[config.mk]
export PLATFORM = sky130hd
export DESIGN_NAME = seq_det_ctrl
export DESIGN_NICKNAME = d
export VERILOG_FILES = /design/src/rtl/seq_det_ctrl.sv
export SDC_FILE = /design/constraint.sdc
export NUM_CORES = 1
export LEC_CHECK = 0
export ABC_CLOCK_PERIOD_IN_PS = 2300
export CAP_MARGIN = 20
export CORE_AREA = 5 5 82 100
export DETAILED_ROUTE_END_ITERATION = 10
export DIE_AREA = 0 0 87 105
export DONT_BUFFER_PORTS = 1
export PLACE_DENSITY = 0.65
export SLEW_MARGIN = 15
export SYNTH_ARGS = -nofsm -noshare
export SYNTH_HDL_FRONTEND = slang
export SYNTH_SLANG_ARGS = --single-unit
[constraint.sdc]
create_clock -name clk -period 2.3 [get_ports clk]
set_input_delay 0.23 -clock clk [delete_from_list [all_inputs] [get_ports clk]]
set_output_delay 0.23 -clock clk [all_outputs]
set_load 0.02 [all_outputs]
[src/rtl/seq_det_ctrl.sv]
// Configurable serial-pattern detection controller: a config handshake loads
// pattern/length/window, and each start runs one window of overlapping matching on seq_in.
module seq_det_ctrl #(
  parameter int MAX_LEN = 8,
  parameter int LEN_W   = 4,
  parameter int WIN_W   = 16,
  parameter int CNT_W   = 10
) (
  input  logic               clk,
  input  logic               rst,
  input  logic               cfg_valid,
  output logic               cfg_ready,
  input  logic [MAX_LEN-1:0] cfg_pattern,
  input  logic [LEN_W-1:0]   cfg_len,
  input  logic [WIN_W-1:0]   cfg_window,
  input  logic               start,
  input  logic               abort,
  input  logic               seq_in,
  output logic               seq_out,
  output logic               busy,
  output logic               done,
  output logic [CNT_W-1:0]   det_cnt,
  output logic               err
);

  typedef enum logic [1:0] {
    IDLE  = 2'd0,
    ARMED = 2'd1,
    RUN   = 2'd2,
    DONE  = 2'd3
  } state_t;

  state_t state_q, state_d;

  logic [MAX_LEN-1:0] pat_q, pat_d;
  logic [LEN_W-1:0]   len_q, len_d;
  logic [WIN_W-1:0]   win_q, win_d;
  logic [MAX_LEN-1:0] hist_q, hist_d;
  logic [LEN_W-1:0]   fill_q, fill_d;
  logic [WIN_W-1:0]   wcnt_q, wcnt_d;
  logic [CNT_W-1:0]   cnt_q, cnt_d;
  logic               hit_q, hit_d;
  logic               err_q, err_d;

  logic               cfg_take;
  logic               cfg_legal;
  logic [MAX_LEN-1:0] sample_vec;
  logic [MAX_LEN-1:0] mask;
  logic [LEN_W:0]     fill_nx;
  logic               fill_ok;
  logic               hit;

  assign cfg_ready = (state_q != RUN);
  assign busy      = (state_q == RUN);
  assign done      = (state_q == DONE);
  assign det_cnt   = cnt_q;
  assign seq_out   = hit_q;
  assign err       = err_q;

  assign cfg_take  = cfg_valid && cfg_ready;
  assign cfg_legal = (cfg_len != '0) && (cfg_len <= LEN_W'(MAX_LEN)) && (cfg_window != '0);

  // The sample being taken this cycle is appended as the newest bit before comparing.
  assign sample_vec = {hist_q[MAX_LEN-2:0], seq_in};
  assign fill_nx    = {1'b0, fill_q} + (LEN_W+1)'(1);
  assign fill_ok    = (fill_nx >= {1'b0, len_q});

  always_comb begin
    mask = '0;
    for (int unsigned i = 0; i < MAX_LEN; i++) begin
      if (i < 32'(len_q)) mask[i] = 1'b1;
    end
  end

  assign hit = fill_ok && ((sample_vec & mask) == (pat_q & mask));

  always_comb begin
    state_d = state_q;
    pat_d   = pat_q;
    len_d   = len_q;
    win_d   = win_q;
    hist_d  = hist_q;
    fill_d  = fill_q;
    wcnt_d  = wcnt_q;
    cnt_d   = cnt_q;
    hit_d   = 1'b0;
    err_d   = 1'b0;

    unique case (state_q)
      RUN: begin
        // abort beats the final sample: nothing is sampled on an abort cycle.
        if (abort) begin
          state_d = ARMED;
          cnt_d   = '0;
        end else begin
          hist_d = sample_vec;
          if (fill_q != LEN_W'(MAX_LEN)) fill_d = fill_q + LEN_W'(1);
          hit_d = hit;
          if (hit && (cnt_q != '1)) cnt_d = cnt_q + CNT_W'(1);
          wcnt_d = wcnt_q - WIN_W'(1);
          if (wcnt_q == WIN_W'(1)) state_d = DONE;
        end
      end
      IDLE, ARMED, DONE: begin
        // A config accepted in the same cycle as start takes priority.
        if (cfg_take) begin
          if (cfg_legal) begin
            pat_d   = cfg_pattern;
            len_d   = cfg_len;
            win_d   = cfg_window;
            state_d = ARMED;
          end else begin
            pat_d   = '0;
            len_d   = '0;
            win_d   = '0;
            err_d   = 1'b1;
            state_d = IDLE;
          end
        end else if (start) begin
          if (state_q == IDLE) begin
            err_d = 1'b1;
          end else begin
            state_d = RUN;
            hist_d  = '0;
            fill_d  = '0;
            cnt_d   = '0;
            wcnt_d  = win_q;
          end
        end
      end
      default: state_d = IDLE;
    endcase
  end

  always_ff @(posedge clk) begin
    if (rst) begin
      state_q <= IDLE;
      pat_q   <= '0;
      len_q   <= '0;
      win_q   <= '0;
      hist_q  <= '0;
      fill_q  <= '0;
      wcnt_q  <= '0;
      cnt_q   <= '0;
      hit_q   <= 1'b0;
      err_q   <= 1'b0;
    end else begin
      state_q <= state_d;
      pat_q   <= pat_d;
      len_q   <= len_d;
      win_q   <= win_d;
      hist_q  <= hist_d;
      fill_q  <= fill_d;
      wcnt_q  <= wcnt_d;
      cnt_q   <= cnt_d;
      hit_q   <= hit_d;
      err_q   <= err_d;
    end
  end

endmodule

Word level (Yosys, flattened, before mapping)
Index checks and enable logic that the tools add are counted.
{"block": "totals", "regBits": 69, "out_inout_bits": 15, "in_bits": 34}
{"block": "classes", "n_mux": 44, "addsub": 4, "bitwise": 4, "n_lt_le_gt_ge": 10, "n_eq_ne": 17, "n_reduce_logical": 16}
{"op": "two-way mux 16 bit", "count": 5}
{"op": "two-way mux 10 bit", "count": 5}
{"op": "one-hot mux 16 bit (2 select lines)", "count": 1}
{"op": "two-way mux 7 bit", "count": 4}
{"op": "two-way mux 4 bit", "count": 6}
{"op": "one-hot mux 10 bit (2 select lines)", "count": 1}
{"op": "bitwise AND 8 bit", "count": 2}
{"op": "equality test 16 x 1 -> 1 bit (second input constant)", "count": 1}
{"op": "less-than comparator 3 x 4 -> 1 bit (first input constant)", "count": 4}
{"op": "nonzero test 16 bit", "count": 1}
{"op": "subtractor 16 x 1 -> 16 bit (second input constant)", "count": 1}
{"op": "one-hot mux 7 bit (2 select lines)", "count": 1}
{"op": "two-way mux 1 bit", "count": 13}
{"op": "adder 10 x 1 -> 10 bit (second input constant)", "count": 1}
{"op": "two-way mux 2 bit", "count": 5}
{"op": "!= test 10 bit (second input constant)", "count": 1}
{"op": "!= test 2 bit (second input constant)", "count": 5}
{"op": "equality test 8 bit", "count": 1}
{"op": "less-than comparator 1 x 4 -> 1 bit (first input constant)", "count": 2}
{"op": "less-than comparator 2 x 4 -> 1 bit (first input constant)", "count": 2}
{"op": "two-way mux 8 bit", "count": 1}
{"op": "one-hot mux 4 bit (2 select lines)", "count": 1}
{"op": "AND reduction 4 bit", "count": 2}
{"op": "!= test 3 x 2 -> 1 bit (second input constant)", "count": 2}
{"op": "19 further kinds", "count": 27}

Logic depth before layout (Yosys ltp)
{"block": "depth", "ltp_word": 9, "mapped_depth": 10, "ltp_nobuf": 8}

Least setup slack after synthesis
No wires, ideal clock.
{"block": "synth_path", "path_type": "reg2reg", "start": "reg fill_q[0]", "end": "reg cnt_q[9], in the netlist det_cnt[9]", "arrival_time_ps": 2082, "synth_period_minus_slack_ps": 2154, "path_slack_ps": 146, "setup_ps": 72, "t_required_ps": 2228, "path_stages_with_launch": 10, "n_path_buf": 1, "path_cell_list": "dfxtp_1 > inv_1 > ha_1 > ha_1 > a211oi_1 > o21ai_1 > a41oi_4 > buf_6 > nor4b_2 > mux2i_1"}
{"block": "synth_via", "elab_chain_cells": 6}
{"element": "from (decl)", "line": "39", "rtl": "logic [LEN_W-1:0] fill_q, fill_d;"}
{"element": "from (signal assigned)", "line": "153", "rtl": "fill_q <= fill_d;"}
{"element": "adder 4 x 1 -> 5 bit", "line": "65", "rtl": "assign fill_nx = {1'b0, fill_q} + (LEN_W+1)'(1);"}
{"element": ">= comparator 5 x 4 -> 1 bit", "line": "66", "rtl": "assign fill_ok = (fill_nx >= {1'b0, len_q});"}
{"element": "logical AND 1 bit", "line": "75", "rtl": "assign hit = fill_ok && ((sample_vec & mask) == (pat_q & mask));"}
{"element": "logical AND 1 bit", "line": "99", "rtl": "if (hit && (cnt_q != '1)) cnt_d = cnt_q + CNT_W'(1);"}
{"element": "!= test 3 x 2 -> 1 bit (no source line)"}
{"element": "AND reduction 4 bit (no source line)"}
{"element": "to (signal assigned)", "line": "155", "rtl": "cnt_q <= cnt_d;"}
{"element": "to (decl)", "line": "41", "rtl": "logic [CNT_W-1:0] cnt_q, cnt_d;"}
No other way between the ends.
A chain may end at the register's enable or synchronous reset.

Worst setup path after layout
{"block": "layout_path", "start": "reg fill_q[1]", "end": "reg cnt_q[9], in the netlist det_cnt[9]"}
Same word-level chain as after synthesis.

==> metrics.csv <==
stage,metric,value,unit
die,chipHeight,105,µm
finish,area_growth,14.6,%
clock_tree,cts-root-to-sink-buffers,2,
power_and_ir_drop,leakage,1.40,nW
outcome,outcome,completed,
detailed_routing,via_count,3195,
placed_design,place.gp.congestion,0.835,
detailed_routing,drcViolationCount,0,
global_route,pin_count_of_the_biggest_net_entering_global_routing,63,
clock_tree,insertion_delay,0.34,ns
logic_synthesis,synthesis.instances,441,
logic_synthesis,yosysTopAreaCellShare,40.0,%
sta,maxClockFrequency,448,MHz
sta,worst_pin_slew,0.663,ns
global_route,global_route.overflow_total,0,
power_and_ir_drop,total_power,2.59,mW
worst_setup_path,critical_path.startpoint_type,flip-flop,
detailed_routing,route.antenna.remaining_nets,0,
finish,layout-drive-gt1-share,12.3,%
logic_synthesis,post_synth_main_area_contributors,"dfxtp_1, a21oi_1, nand3_1",
detailed_routing,drt_iter0_drc,147,
placed_design,post-dp-hpwl,5840,µm
detailed_routing,wire_per_inst,15.8,µm
sta,fin_setup_tns,0,ns
logic_synthesis,synth_most_common_cell,dfxtp_1,
global_route,vias_in_the_first_global_route,3034,
logic_synthesis,synth-async-reset-ratio,0,%
logic_synthesis,ys_seq_area_share,40.0,%
logic_synthesis,synthesis.area_per_instance,7.83,µm²
finish,num_antenna_cells,0,
placed_design,io_buffer_count,0,
min_path,min-delay-path-class,input pin to flip-flop,
detailed_routing,detail_route.vias_per_cell,5.86,
finish,fillerInstances,664,
logic_synthesis,number_of_flops_mapped_to_enable_cells_by_yosys,0,
sta,min_period_over_period,97.0,%
worst_setup_path,timing.critical_path.fanout_max,6,
worst_setup_path,critical_path_required,2.56,ns
finish,multiInputGateArea,1990,µm²
power_and_ir_drop,cellPowerDensity,654,nW/µm²
die,initial_core_util,48.6,%
global_route,grt_pass1_wl,14200,µm
sta,post-route-worst-setup-slack,0.0686,ns
sta,finalCriticalPeriod,2.23,ns
die,fp.coreArea,7100,µm²
worst_setup_path,crit_type,flip-flop to flip-flop,
logic_synthesis,synthTopCellsByCount,"dfxtp_1, a21oi_1, nand2_1",
logic_synthesis,synthDistinctLibCells,50,
die,die_area,9140,µm²
die,io_pins,49,
die,cell_row_count,34,
finish,num-nets-final,493,
power_and_ir_drop,ir_drop,398,µV
sta,timing_hold_violations_final,0,
sta,slew-limit-headroom,55.7,%
sta,timing.final.max_slew_violations,0,
clock_tree,cts_buffers,9,
detailed_routing,drt_wl_total,8620,µm
clock_tree,clock_sink_count,69,
clock_tree,cts.reportedPaths.clkPinSlew,0.09,ns
sta,final-setup-viol-count,0,
clock_tree,cts_tree,done,
die,die_width,87,µm
sta,final.hold.worst_slack,0.0377,ns
logic_synthesis,synth_flop_cell,dfxtp_1,
logic_synthesis,post-synth-top-area-cell,dfxtp_1,
logic_synthesis,yosysWarningCount,0,
worst_setup_path,worstPathArrival,2.50,ns
logic_synthesis,synth-seq-cells,69,
global_route,initial_antenna_violation_count,0,
job,cap_viol_max_count,0,
sta,finClkSkew,0.0163,ns
clock_tree,number_of_levels_the_h_tree_was_split_into,3,
logic_synthesis,syn_nets,484,
placed_design,dp_worst_setup_slack,-0.0571,ns
global_route,grt_overall_usage,18.9,%
worst_setup_path,worst_setup_ep_type,flip-flop,
logic_synthesis,post_synth_instance_area,3450,µm²
finish,storage_cell_area,1390,µm²
finish,post-route-util,55.7,%
clock_tree,cts.root.buffer_cell,clkbuf_8,
detailed_routing,detail_route.first_pass.iterations,5,
-- power by group --
part	internal, mW	leakage, nW	switching [mW]
Sequential	1.22	0.561	0.0280
Combinational	0.0933	0.737	0.151
Clock	0.616	0.100	0.477
Total	1.93	1.40	0.656
-- cell families (layout without fill, tap and decap cells) --
group                      count (synthesis)  in the layout  synth area share [%]
AOI/OAI and AO/OA                        130            131                  22.9
xor gates and xnor gates                  11             11                  2.79
adders and majority gates                  9              9                  3.26
buffers and inverters                     38             51                  4.42
DFF                                       69             69                  40.0
muxes                                      3              3                 0.870
and+or+nand+nor                          181            181                  25.8
-- metrics by stage --
stage          instance area, µm²  std cells
6_report                     3960        545
5_1_grt                      3960        545
3_3_place_gp                 3620        524
4_1_cts                      3870        541
3_5_place_dp                 3620        524
2_1_floorplan                3450        441
-- layer usage --
metal  wire (µm)  global-route usage, %  vias to the layer above
li1            -                      -                     1618
met1        4040                   26.8                     1485
met2        4010                   28.2                       83
met3         473                   3.62                        9
met4          98                   6.79                        0
met5           0                      0                        -
-- state kept, by name, summed over array words and instances (netlist names) --
| signal | count |
|---|---|
| wcnt_q | 16 |
| win_q | 16 |
| err | 1 |
| state_q | 2 |
| det_cnt | 10 |
| fill_q | 4 |
| seq_out | 1 |
| hist_q | 7 |
| pat_q | 8 |
| len_q | 4 |
-- cells in the final DEF (no fill, tap or decap), types with 3 or more instances in the layout --
cell	netlist	routed
a211oi_1	7	6
nand3_1	39	39
nand2b_1	7	7
nor3_1	9	9
or4_1	4	4
a22oi_1	13	13
mux2i_1	3	3
xor2_1	7	7
and3_1	3	3
dfxtp_1	69	67
a31oi_1	5	5
xnor2_1	4	4
inv_1	9	9
o21ai_0	23	22
ha_1	9	6
o31ai_1	3	3
clkbuf_8	0	9
buf_4	0	24
nand2_1	50	50
or3_1	3	3
nor2_1	40	40
nand3b_1	3	3
nor4_1	6	6
o21ai_1	3	3
o22ai_1	3	3
a21oi_1	58	58
and2_1	5	5
-- critical path, stage by stage, from the launching register on --
cell and delay [ns]:
dfxtp_4 0.37, ha_4 0.16, xor2_1 0.14, ha_2 0.32, o21ai_1 0.07, o21ai_2 0.28, a41oi_4 0.20, buf_6 0.16
nor4b_4 0.25, mux2i_1 0.20
-- cell type report --
class                   instances  share of cell area, %
clock buffers                  11                   3.32
clock inverters                 5                   2.12
inverters                       9                  0.854
multi-input cells             335                   50.2
flip-flops and latches         69                   35.1
well taps                      90                   2.85
repair buffers                 26                   5.53
-- what timing repair did --
| action | in CTS | in global routing |
|---|---|---|
| pin swaps | 1 | 3 |
| cloned | 0 | 1 |
| hold buffers | 1 | 0 |
| endpoints found under the hold margin | 62 | 0 |
| setup endpoints to repair | 3 | 9 |
| setup buffers | 0 | 3 |
| gates resized for setup | 1 | 12 |
-- final timing paths --
kind	from	endpoint	slack (ns)	cells after the start
max	fill_q[1]	det_cnt[9]	0.07	9
min	cfg_window[9]	win_q[9]	0.04	2
max reg2reg	fill_q[1]	det_cnt[9]	0.07	9
min reg2reg	win_q[2]	win_q[2]	0.45	2
Note: power is estimated with default switching activity, not from simulation.
